--- config.mk ---
export PLATFORM = sky130hd
export DESIGN_NAME = candidate_dispatcher_flat
export DESIGN_NICKNAME = d
export VERILOG_FILES = /design/src/rtl/candidate_dispatcher_if.sv /design/src/rtl/candidate_dispatcher.sv /design/src/flat_wrapper.sv
export SDC_FILE = /design/constraint.sdc
export NUM_CORES = 1
export LEC_CHECK = 0
export CAP_MARGIN = 40
export CORE_MARGIN = 2
export CORE_UTILIZATION = 25
export CTS_CLUSTER_SIZE = 28
export DETAILED_ROUTE_END_ITERATION = 10
export HOLD_SLACK_MARGIN = 0.1
export SLEW_MARGIN = 20
export SYNTH_ARGS = -nofsm -noshare
export SYNTH_HDL_FRONTEND = slang
export SYNTH_SLANG_ARGS = --single-unit
--- constraint.sdc ---
create_clock -name clk -period 2.4 [get_ports clk]
set_clock_uncertainty 0.05 [all_clocks]
set_input_delay 0.24 -clock clk [delete_from_list [all_inputs] [get_ports clk]]
set_output_delay 0.24 -clock clk [all_outputs]
set_load 0.005 [all_outputs]
--- src/rtl/candidate_dispatcher_if.sv ---
// Handshake bundle between the candidate dispatcher and its controller/consumer.
interface candidate_dispatcher_if #(parameter int bs = 16);
   localparam int bs_bits = $clog2(bs);

   logic               start;
   logic [0:bs-1]      candidate_list;
   logic               abort;
   logic               busy;
   logic               out_valid;
   logic               out_ready;
   logic [bs_bits-1:0] out_idx;
   logic [bs_bits-1:0] out_slot;
   logic               out_last;
   logic               done;
   logic [bs_bits:0]   total_count;

   modport master (
      output start, candidate_list, abort, out_ready,
      input  busy, out_valid, out_idx, out_slot, out_last, done, total_count
   );

   modport slave (
      input  start, candidate_list, abort, out_ready,
      output busy, out_valid, out_idx, out_slot, out_last, done, total_count
   );
endinterface

--- src/rtl/candidate_dispatcher.sv ---
// Issues the index of each set candidate bit, lowest first, tagged with its
// compacted slot number; pulses done with the total count at the end of a pass.
module candidate_dispatcher #(
   parameter int bs = 16
) (
   input logic                   clk,
   input logic                   rst,
   candidate_dispatcher_if.slave bus
);
   localparam int bs_bits = $clog2(bs);

   localparam logic [1:0] IDLE  = 2'd0;
   localparam logic [1:0] ISSUE = 2'd1;
   localparam logic [1:0] DONE  = 2'd2;

   logic [1:0]         state;
   logic [0:bs-1]      pending;
   logic [bs_bits-1:0] slot;
   logic [bs_bits:0]   total_count;

   logic [bs_bits-1:0] lo_idx;
   logic               single;
   logic [bs_bits:0]   slot_inc;
   logic               xfer;

   // Scan downward so the lowest set index is the last one written.
   always_comb begin
      lo_idx = '0;
      for (int i = bs - 1; i >= 0; i--)
         if (pending[i]) lo_idx = i[bs_bits-1:0];
   end

   assign single   = (pending != '0) && ((pending & (pending - 1'b1)) == '0);
   assign slot_inc = {1'b0, slot} + {{bs_bits{1'b0}}, 1'b1};

   assign bus.busy        = (state != IDLE);
   assign bus.out_valid   = (state == ISSUE) && !bus.abort;
   assign bus.out_idx     = (state == ISSUE) ? lo_idx : '0;
   assign bus.out_slot    = (state == ISSUE) ? slot : '0;
   assign bus.out_last    = (state == ISSUE) && single;
   assign bus.done        = (state == DONE) && !bus.abort;
   assign bus.total_count = total_count;

   assign xfer = bus.out_valid && bus.out_ready;

   always_ff @(posedge clk or posedge rst) begin
      if (rst) begin
         state       <= IDLE;
         pending     <= '0;
         slot        <= '0;
         total_count <= '0;
      end else begin
         case (state)
            IDLE: begin
               if (bus.start && !bus.abort) begin
                  pending <= bus.candidate_list;
                  slot    <= '0;
                  if (bus.candidate_list != '0) begin
                     state <= ISSUE;
                  end else begin
                     state       <= DONE;
                     total_count <= '0;
                  end
               end
            end
            ISSUE: begin
               if (bus.abort) begin
                  state   <= IDLE;
                  pending <= '0;
               end else if (xfer) begin
                  pending[lo_idx] <= 1'b0;
                  slot            <= slot_inc[bs_bits-1:0];
                  if (single) begin
                     state       <= DONE;
                     total_count <= slot_inc;
                  end
               end
            end
            DONE: begin
               state <= IDLE;
               if (bus.abort) pending <= '0;
            end
            default: begin
               state   <= IDLE;
               pending <= '0;
            end
         endcase
      end
   end
endmodule
--- src/flat_wrapper.sv ---
// flat-port wrapper written by rule: the top's interface ports become plain ports
module candidate_dispatcher_flat 
#(
   parameter int bs = 16
)
  (clk, rst, bus_start, bus_candidate_list, bus_abort, bus_out_ready, bus_busy, bus_out_valid, bus_out_idx, bus_out_slot, bus_out_last, bus_done, bus_total_count);
  candidate_dispatcher_if #(.bs(bs)) bus_i ();
  input logic clk;
  input logic rst;
  input wire logic [$bits(bus_i.start)-1:0] bus_start;
  input wire logic [$bits(bus_i.candidate_list)-1:0] bus_candidate_list;
  input wire logic [$bits(bus_i.abort)-1:0] bus_abort;
  input wire logic [$bits(bus_i.out_ready)-1:0] bus_out_ready;
  output wire logic [$bits(bus_i.busy)-1:0] bus_busy;
  output wire logic [$bits(bus_i.out_valid)-1:0] bus_out_valid;
  output wire logic [$bits(bus_i.out_idx)-1:0] bus_out_idx;
  output wire logic [$bits(bus_i.out_slot)-1:0] bus_out_slot;
  output wire logic [$bits(bus_i.out_last)-1:0] bus_out_last;
  output wire logic [$bits(bus_i.done)-1:0] bus_done;
  output wire logic [$bits(bus_i.total_count)-1:0] bus_total_count;
  assign bus_i.start = bus_start;
  assign bus_i.candidate_list = bus_candidate_list;
  assign bus_i.abort = bus_abort;
  assign bus_i.out_ready = bus_out_ready;
  assign bus_busy = bus_i.busy;
  assign bus_out_valid = bus_i.out_valid;
  assign bus_out_idx = bus_i.out_idx;
  assign bus_out_slot = bus_i.out_slot;
  assign bus_out_last = bus_i.out_last;
  assign bus_done = bus_i.done;
  assign bus_total_count = bus_i.total_count;
  candidate_dispatcher #(.bs(bs)) u_core (.clk(clk), .rst(rst), .bus(bus_i));
endmodule
==> impl_metrics.csv, run 1 <==
group,metric,value,unit
synthesis,netlist_area,1900,um2
synthesis,yosys.area_share.simple,0.305,
synthesis,ys.flop_type,"dfrtp_1",
global_route,grt_start_max_net_pins,28,
placement,place_hpwl,4680,um
setup_path,worst_ep_required_time,2.11,ns
synthesis,yosysUniqueCellTypes,59,
power_and_ir_drop,p_leak,1.17,nW
timing,drv_slew,0,
global_route,grt.overflow.total,0,
layout,fin_nets,314,
cts,clk_pin_slew_worst_paths,0.10,ns
setup_path,start_kind,"flop",
setup_path,worstSetupPathType,"reg -> out",
synthesis,synth_compound_area_frac,0.220,
synthesis,synth_top_family_by_area,"simple AND/OR/NAND/NOR gates",
layout,drive_gt1_frac,0.244,
floorplanning,die_w,91.1,um
route,drt_iter0_drc,170,
synthesis,muxShareOfSynthArea,0.0376,
layout,antenna-diode-count,0,
timing,setup_viol_count_final,2,
setup_path,crit_arrival,2.29,ns
route,vias,2019,
placement,dp.cells,380,
synthesis,synth_top_area_cell,"dfrtp_1",
global_route,track_usage,0.147,
cts,hold_buffers,0,
synthesis,yosys_warnings,0,
cts,cts-root-buf,"clkbuf_8",
cts,htree_num_levels,1,
route,via_per_inst,5.18,
global_route,grt_pass1_vias,1924,
synthesis,synthTopCellsByCount,"dfrtp_1, nand2_1, nor2_1",
route,drtAntennaViolNets,0,
timing,max_freq,387,MHz
route,avgRoutedWirePerCell,16.0,um
synthesis,yosys.area_share.xor_xnor,0.00924,
cts,clock_latency,0.28,ns
timing,tightest_slew,0.430,ns
flow_run,cap_viol_max_count,0,
power_and_ir_drop,ir_drop,282,uV
synthesis,synth_edf_count,0,
route,drtPass1Iterations,5,
cts,cts_buffers,3,
synthesis,synth_area_leaders,"dfrtp_1, nand2_1, nor2_1",
timing,hold_viol_final,0,
cts,cts.sinks,27,
outcome,violations,"negative setup slack",
timing,period_minus_slack,2.58,ns
timing,slew-limit-headroom,0.711,
placement,numPortBuffers,37,
layout,synthToLayoutAreaGrowth,45.9,%
power_and_ir_drop,p_per_area,760,nW/um2
setup_path,cp-end-kind,"primary output",
floorplanning,pin_count,38,
cts,clock_path_buffers,2,
floorplanning,dieArea,8290,um2
placement,place_area,2610,um2
layout,layout.cells.non_filler,390,
timing,setup_ws,-0.184,ns
global_route,grt_pass1_wl,9860,um
timing,post-route-period-util,1.08,
synthesis,synth_area_per_cell,8.66,um2
setup_path,worstPathMaxFanout,2,
global_route,antenna_found_initial,0,
synthesis,synthArstFlopShare,1.00,
timing,rsz0062_at_grt,"yes",
synthesis,synthCells,219,
placement,finalWeightedCongestion,0.941,
route,wl,6230,um
synthesis,synthesis.nets,241,
synthesis,synth_fa_ha_area_frac,0.0172,
cts,cts_tree,"yes",
outcome,outcome,"finished with violations",
layout,finish.utilization,0.379,
floorplanning,die-height,91.1,um
timing,hold-worst-slack,0.269,ns
floorplanning,fp-row-count,31,
floorplanning,initial_core_util,0.260,
worst_hold_path,min_path_type,"in -> async",
layout,final_area,2770,um2
synthesis,ys_seq_area_frac,0.356,
synthesis,ys_seq_elements,27,
synthesis,synth_top_area_share,0.356,
route,drc,0,
floorplanning,core-area,7290,um2
-- final timing paths --
| path | startpoint | endpoint | slack (ns) | cells past startpoint |
|---|---|---|---|---|
| setup / recovery | u_core.pending[9]$_DFFE_PP0P_ | bus_out_last | -0.18 | 7 |
| setup reg to reg | u_core.pending[9]$_DFFE_PP0P_ | u_core.bus.total_count[4]$_DFFE_PP0P_ | 0.08 | 7 |
| hold / removal | rst | u_core.bus.total_count[2]$_DFFE_PP0P_ | 0.27 | 3 |
| min in group clk | u_core.slot[3]$_DFFE_PP0P_ | u_core.slot[3]$_DFFE_PP0P_ | 0.48 | 1 |
| max in group asynchronous | rst | u_core.pending[13]$_DFFE_PP0P_ | 1.75 | 3 |
| hold reg to reg | u_core.slot[3]$_DFFE_PP0P_ | u_core.slot[3]$_DFFE_PP0P_ | 0.48 | 1 |
-- worst max-delay path, cell delays in order (launching register included) --
cell and delay (ns):
dfrtp_1 0.39, or4_4 0.56, o41ai_4 0.33, nand2_1 0.13, nor4_2 0.27, o21ai_1 0.10
nor3_1 0.12, buf_2 0.14
-- power breakdown --
group	switching, mW	total, mW	internal, mW	leakage (nW)
combinational	0.623	1.22	0.600	0.801
sequential	0.0748	0.609	0.534	0.350
clock	0.152	0.270	0.118	0.0217
total	0.851	2.10	1.25	1.17
-- logic make-up after synthesis --
| logic type | count (synthesis) |
|---|---|
| AOI/OAI and AO/OA | 58 |
| xor gates and xnor gates | 2 |
| adders and majority gates | 3 |
| buffers and inverters | 23 |
| DFF | 27 |
| muxes | 7 |
| and+or+nand+nor | 99 |
-- state kept, by name, indices dropped and copies added (netlist names) --
name	flops
u_core.pending	16
u_core.bus.total_count	5
u_core.slot	4
u_core.state	2
-- final cells by class --
cell class              instances  area, um2
flip-flops and latches         27        676
fillers                       783       4530
clock inverters                 1       7.51
repair buffers                 81        688
well taps                      99        124
multi-input cells             169       1190
clock buffers                   3       41.3
inverters                      10       37.5
-- metal layers --
metal	global-route usage	wire length (um)	vias up
li1	-	-	961
met1	0.200	2860	966
met2	0.243	2900	84
met3	0.0232	385	8
met4	0.0429	82	0
met5	0	0	-
-- cell usage in the layout (no fill, tap or decap), types with 4 or more instances in the layout --
master           count
nor4_1               5
nor3_1               8
dfrtp_1             27
nand4_1              4
nand3_1              5
a32o_1               5
nand2_1             27
o21ai_0              4
inv_1               10
nand2b_1             4
mux2i_1              6
o31ai_1              4
o21ai_1             10
clkdlybuf4s50_1     33
and2_1               5
buf_4               44
nor2_1              16
a22oi_1              4
-- through the flow --
stage	power [mW]	TNS [ns]	worst slack (ns)
floorplan	1.20	0	0.167
global placement	1.66	-0.484	-0.350
detailed placement	1.67	-0.555	-0.422
CTS	2.06	-0.317	-0.180
global route	2.24	-0.787	-0.350
finish	2.10	-0.331	-0.184
-- what timing repair did --
action | 4_1_cts | 5_1_grt
gates resized for setup | 22 | 2
buffers inserted | 4 | 2
setup endpoints to repair | 5 | 9
pin swaps | 8 | 5
Power figures use the tool's default switching activity.
==> inputs of run 2 (changes only) <==
--- a/config.mk
+++ b/config.mk
@@ -6,11 +6,12 @@
 export NUM_CORES = 1
 export LEC_CHECK = 0
 export CAP_MARGIN = 40
-export CORE_MARGIN = 2
-export CORE_UTILIZATION = 25
+export CORE_MARGIN = 1.5
+export CORE_UTILIZATION = 52
 export CTS_CLUSTER_SIZE = 28
 export DETAILED_ROUTE_END_ITERATION = 10
 export HOLD_SLACK_MARGIN = 0.1
+export PLACE_DENSITY = 0.81
 export SLEW_MARGIN = 20
 export SYNTH_ARGS = -nofsm -noshare
 export SYNTH_HDL_FRONTEND = slang
==> run 2 against run 1 <==
Compared with the run above: the run still ends with negative setup slack left; clock power fell by 21%; final cell count is 14% lower; global-route usage rose by 18 points; flip-flop and latch count unchanged; critical path type unchanged; largest power group unchanged; highest routed layer unchanged.
==> impl_metrics.csv, run 2 (synthesis gave the netlist of run 1 again) <==
group,metric,value,unit
setup_path,rr_worst_depth,7,
timing,max_freq,375,MHz
power_and_ir_drop,p_total,2.01,mW
placement,numPortBuffers,37,
timing,hold-worst-slack,0.199,ns
setup_path,crit_path_start,"u_core.pending[15]$_DFFE_PP0P_",
floorplanning,die_w,63.4,um
cts,cts_tree,"yes",
floorplanning,fp-row-count,21,
layout,largest_reg_flops,16,
route,via_per_inst,6.29,
setup_path,worst_ep_required_time,2.11,ns
layout,final_common_cell,"buf_4",
cts,clock_latency,0.34,ns
setup_path,crit_arrival,2.38,ns
timing,drv_slew,0,
timing,slew-limit-headroom,0.723,
cts,cts.sinks,27,
setup_path,cp-end-kind,"primary output",
cts,cts_buffers,3,
placement,place_hpwl,4720,um
setup_path,regToRegStartpoint,"u_core.pending[15]$_DFFE_PP0P_",
setup_path,r2r_end,"u_core.bus.total_count[4]$_DFFE_PP0P_",
power_and_ir_drop,p_per_area,757,nW/um2
route,drtPass1Iterations,5,
power_and_ir_drop,p_leak,1.17,nW
cts,hold_buffers,0,
global_route,grt_pass1_vias,2088,
cts,htree_num_levels,1,
route,avgRoutedWirePerCell,18.4,um
layout,synthToLayoutAreaGrowth,40.3,%
outcome,outcome,"finished with violations",
layout,drive_gt1_frac,0.238,
setup_path,cp-endpoint,"bus_out_last",
layout,multiInputGateArea,1170,um2
cts,clk_pin_slew_worst_paths,0.16,ns
setup_path,worstSetupPathType,"reg -> out",
floorplanning,dieArea,4020,um2
layout,finish.utilization,0.778,
timing,hold_viol_final,0,
global_route,grt_pass1_wl,10300,um
timing,post-route-period-util,1.11,
global_route,grt.overflow.total,0,
outcome,violations,"negative setup slack",
layout,regMostFlops,"u_core.pending",
flow_run,cap_viol_max_count,0,
layout,fin_nets,313,
setup_path,r2r_setup_slack,0.09,ns
floorplanning,initial_core_util,0.555,
power_and_ir_drop,ir_drop,407,uV
timing,setup_viol_count_final,1,
floorplanning,core-area,3420,um2
global_route,grt_start_max_net_pins,28,
setup_path,worstPathMaxFanout,3,
route,drc,0,
global_route,track_usage,0.325,
timing,setup_ws,-0.266,ns
timing,finalSetupTns,-0.266,ns
route,wl,6200,um
route,vias,2112,
layout,final_cell_mix,"buf_4, clkdlybuf4s50_1, nand2_1, dfrtp_1, nor2_1",
timing,tightest_slew,0.412,ns
route,drtAntennaViolNets,0,
layout,antenna-diode-count,0,
route,drt_iter0_drc,224,
timing,period_minus_slack,2.67,ns
placement,place_area,2540,um2
cts,clock_path_buffers,2,
cts,cts-root-buf,"clkbuf_4",
worst_hold_path,min_path_type,"in -> async",
global_route,antenna_found_initial,0,
layout,seq_area,676,um2
timing,rsz0062_at_grt,"yes",
setup_path,start_kind,"flop",
layout,fill_cells,264,
layout,reg_top3,"u_core.pending x16, u_core.bus.total_count x5, u_core.slot x4",
floorplanning,pin_count,38,
layout,final_area,2660,um2
placement,finalWeightedCongestion,0.943,
floorplanning,die-height,63.4,um
[run 2: changes by cell type in the layout (fill, tap and decap cells not counted), moves of 2 or more]
cell	previous run	this run
buf_4	44	42
clkdlybuf4s15_1	0	2
clkbuf_8	3	0
clkbuf_4	0	3
dlygate4sd2_1	2	0
[run 2: worst min-delay path by stage]
stage / start / end / slack, ns / cells past startpoint
floorplan: rst / u_core.bus.total_count[0]$_DFFE_PP0P_ / 0.24 / 1
global placement: u_core.slot[3]$_DFFE_PP0P_ / u_core.slot[3]$_DFFE_PP0P_ / 0.46 / 1
detailed placement: u_core.slot[3]$_DFFE_PP0P_ / u_core.slot[3]$_DFFE_PP0P_ / 0.47 / 1
CTS: rst / u_core.bus.total_count[3]$_DFFE_PP0P_ / 0.22 / 3
global route: rst / u_core.bus.total_count[3]$_DFFE_PP0P_ / 0.24 / 3
finish: rst / u_core.bus.total_count[3]$_DFFE_PP0P_ / 0.20 / 3
[run 2: power by group]
part           leakage [nW]  switching, mW  internal, mW
registers             0.350         0.0996         0.534
clock network        0.0139          0.148        0.0640
logic                 0.809          0.592         0.574
total                  1.17          0.840          1.17
[run 2: layout make-up]
| class | count | share of cell area |
|---|---|---|
| sequential | 27 | 0.254 |
| tap | 46 | 0.0216 |
| multi-input combinational | 169 | 0.440 |
| inverter | 10 | 0.0141 |
| clock buffer | 3 | 0.00847 |
| clock inverter | 1 | 0.00282 |
| timing repair buffer | 80 | 0.259 |
[run 2: critical path, stage by stage, from the launching register on]
cell,delay [ns]
dfrtp_1,0.43
or4_4,0.58
buf_6,0.15
nor3_1,0.20
nor2_1,0.10
nor4_2,0.21
o21ai_1,0.10
nor3_1,0.13
buf_2,0.14
[run 2: timing repair]
| item | CTS | global route |
|---|---|---|
| resized for setup | 19 | 6 |
| setup endpoints to repair | 5 | 9 |
| pin swaps | 10 | 9 |
| buffers inserted | 6 | 0 |
[run 2: per-stage QoR]
step	cells	setup WS, ns
global route	336	-0.416
detailed placement	326	-0.372
finish	336	-0.266
global placement	326	-0.323
CTS	336	-0.282
floorplan	219	0.167
[run 2: routing by layer]
layer | vias up | share of wire | track usage
met5 | - | 0 | 0
met4 | 0 | 0.012 | 0.0707
met3 | 11 | 0.085 | 0.0536
met2 | 121 | 0.47 | 0.529
met1 | 1019 | 0.43 | 0.456
li1 | 961 | - | -
==> inputs of run 3 (changes only) <==
==> constraint.sdc (replaced) <==
create_clock -name clk -period 2.65 [get_ports clk]
set_clock_uncertainty 0.05 [all_clocks]
set_input_delay 0.265 -clock clk [delete_from_list [all_inputs] [get_ports clk]]
set_output_delay 0.265 -clock clk [all_outputs]
set_load 0.005 [all_outputs]
==> run 3 against run 2 <==
Compared with the run above: the run now ends clean; final cell count fell by 3.9%; setup slack improved by 0.31 ns; combinational power fell by 15%; total power fell by 13%; hold slack improved by 0.024 ns; global-route usage fell by 1.5 points; critical path type unchanged; critical endpoint unchanged; largest power group unchanged.
==> impl_metrics.csv, run 3 (synthesis gave the netlist of run 1 again) <==
group,metric,value,unit
outcome,outcome,"completed",
floorplanning,core-area,3420,um2
route,drc,0,
route,avgRoutedWirePerCell,19.0,um
layout,antenna-diode-count,0,
floorplanning,dieArea,4020,um2
setup_path,cp-end-kind,"primary output",
setup_path,crit_path_start,"u_core.pending[9]$_DFFE_PP0P_",
cts,cts_buffers,3,
timing,tightest_slew,0.590,ns
timing,hold-worst-slack,0.223,ns
setup_path,cp_cell_sequence,"or4_4 > o41ai_4 > nand2_1 > nor4_1 > o21ai_1 > nor3_1 > buf_2",
layout,reg_top3,"u_core.pending x16, u_core.bus.total_count x5, u_core.slot x4",
cts,hold_buffers,0,
global_route,grt.overflow.total,0,
timing,max_freq,384,MHz
power_and_ir_drop,p_leak,1.14,nW
setup_path,regToRegStartpoint,"u_core.pending[13]$_DFFE_PP0P_",
layout,largest_reg_flops,16,
cts,clk_pin_slew_worst_paths,0.15,ns
setup_path,cp.depth,7,
flow_run,cap_viol_max_count,0,
setup_path,worstPathMaxFanout,3,
timing,slew-limit-headroom,0.606,
route,via_per_inst,6.50,
timing,period_minus_slack,2.60,ns
setup_path,rr_worst_depth,7,
floorplanning,die-height,63.4,um
placement,place_hpwl,4590,um
worst_hold_path,min_path_type,"in -> async",
layout,drive_gt1_frac,0.199,
route,drtAntennaViolNets,0,
floorplanning,initial_core_util,0.555,
layout,regMostFlops,"u_core.pending",
power_and_ir_drop,p_per_area,673,nW/um2
floorplanning,fp-row-count,21,
timing,hold_viol_final,0,
global_route,grt_start_max_net_pins,28,
layout,fin_nets,300,
setup_path,crit_buf_inv,1,
layout,final_cell_mix,"clkdlybuf4s50_1, buf_4, nand2_1, dfrtp_1, nor2_1",
floorplanning,pin_count,38,
global_route,antenna_found_initial,0,
global_route,track_usage,0.309,
route,wl,6150,um
power_and_ir_drop,ir_drop,432,uV
floorplanning,die_w,63.4,um
placement,finalWeightedCongestion,0.980,
layout,fill_cells,239,
setup_path,crit_arrival,2.29,ns
timing,drv_slew,0,
route,drt_iter0_drc,261,
global_route,grt_pass1_vias,1915,
setup_path,slowest_delay,0.55,ns
layout,synthToLayoutAreaGrowth,36.9,%
route,vias,2098,
setup_path,critical_path.slowest_cell,"or4_4",
timing,setup_viol_count_final,0,
cts,cts_tree,"yes",
setup_path,worst_ep_required_time,2.34,ns
cts,clock_path_buffers,2,
setup_path,crit_family,"simple AND/OR/NAND/NOR gates",
cts,cts-root-buf,"clkbuf_4",
global_route,grt_pass1_wl,9530,um
layout,final_common_cell,"clkdlybuf4s50_1",
power_and_ir_drop,p_total,1.75,mW
cts,clock_latency,0.34,ns
setup_path,worstSetupPathType,"reg -> out",
cts,cts.sinks,27,
placement,numPortBuffers,37,
setup_path,r2r_setup_slack,0.30,ns
setup_path,start_kind,"flop",
cts,htree_num_levels,1,
timing,post-route-period-util,0.982,
route,drtPass1Iterations,5,
timing,rsz0062_at_grt,"yes",
==> run 3: layout make-up <==
cell class	instances	area, um2	share of cell area
Multi-Input combinational cell	169	1200	0.462
Sequential cell	27	676	0.260
Timing Repair Buffer	67	598	0.230
Tap cell	46	57.6	0.0222
Inverter	10	37.5	0.0145
Clock buffer	4	26.3	0.0101
==> run 3: worst reg2reg max path: stages (launching register included) <==
cell,delay (ns)
dfrtp_1,0.41
or4_4,0.57
buf_4,0.17
nor4b_4,0.28
o22ai_1,0.11
and4bb_4,0.35
nand3_4,0.14
mux2i_1,0.19
==> run 3: repair_timing <==
item	CTS	global route
resized for setup	11	11
pin swaps	6	6
setup endpoints to repair	4	5
buffers inserted	1	1
==> run 3: worst paths after layout <==
check / endpoint
hold reg to reg: u_core.bus.total_count[3]$_DFFE_PP0P_
setup reg to reg: u_core.bus.total_count[2]$_DFFE_PP0P_
min in group clk: u_core.bus.total_count[3]$_DFFE_PP0P_
max in group asynchronous: u_core.slot[3]$_DFFE_PP0P_
hold / removal: u_core.bus.total_count[3]$_DFFE_PP0P_
setup / recovery: bus_out_last
==> run 3: report_power, final <==
part           switching [mW]  leakage [nW]  internal, mW
combinational           0.543         0.773         0.457
sequential             0.0814         0.350         0.484
clock                   0.123        0.0150        0.0592
==> run 3: metrics by stage <==
step | TNS, ns | utilization | std cells | area, um2 | setup WS, ns
CTS | -0.0228 | 0.741 | 322 | 2530 | -0.0228
global route | -0.0962 | 0.760 | 323 | 2590 | -0.0962
finish | 0 | 0.760 | 323 | 2590 | 0.0479
global placement | -0.0672 | 0.723 | 317 | 2470 | -0.0672
detailed placement | -0.105 | 0.723 | 317 | 2470 | -0.105
floorplan | 0 | - | 219 | 1900 | 0.392
==> run 3: per-layer routing <==
layer,GRT usage,up-vias,wire length [um]
met5,0,-,0
met4,0.114,0,176
met3,0.0625,18,675
met2,0.467,157,2750
met1,0.439,980,2540
li1,-,943,-
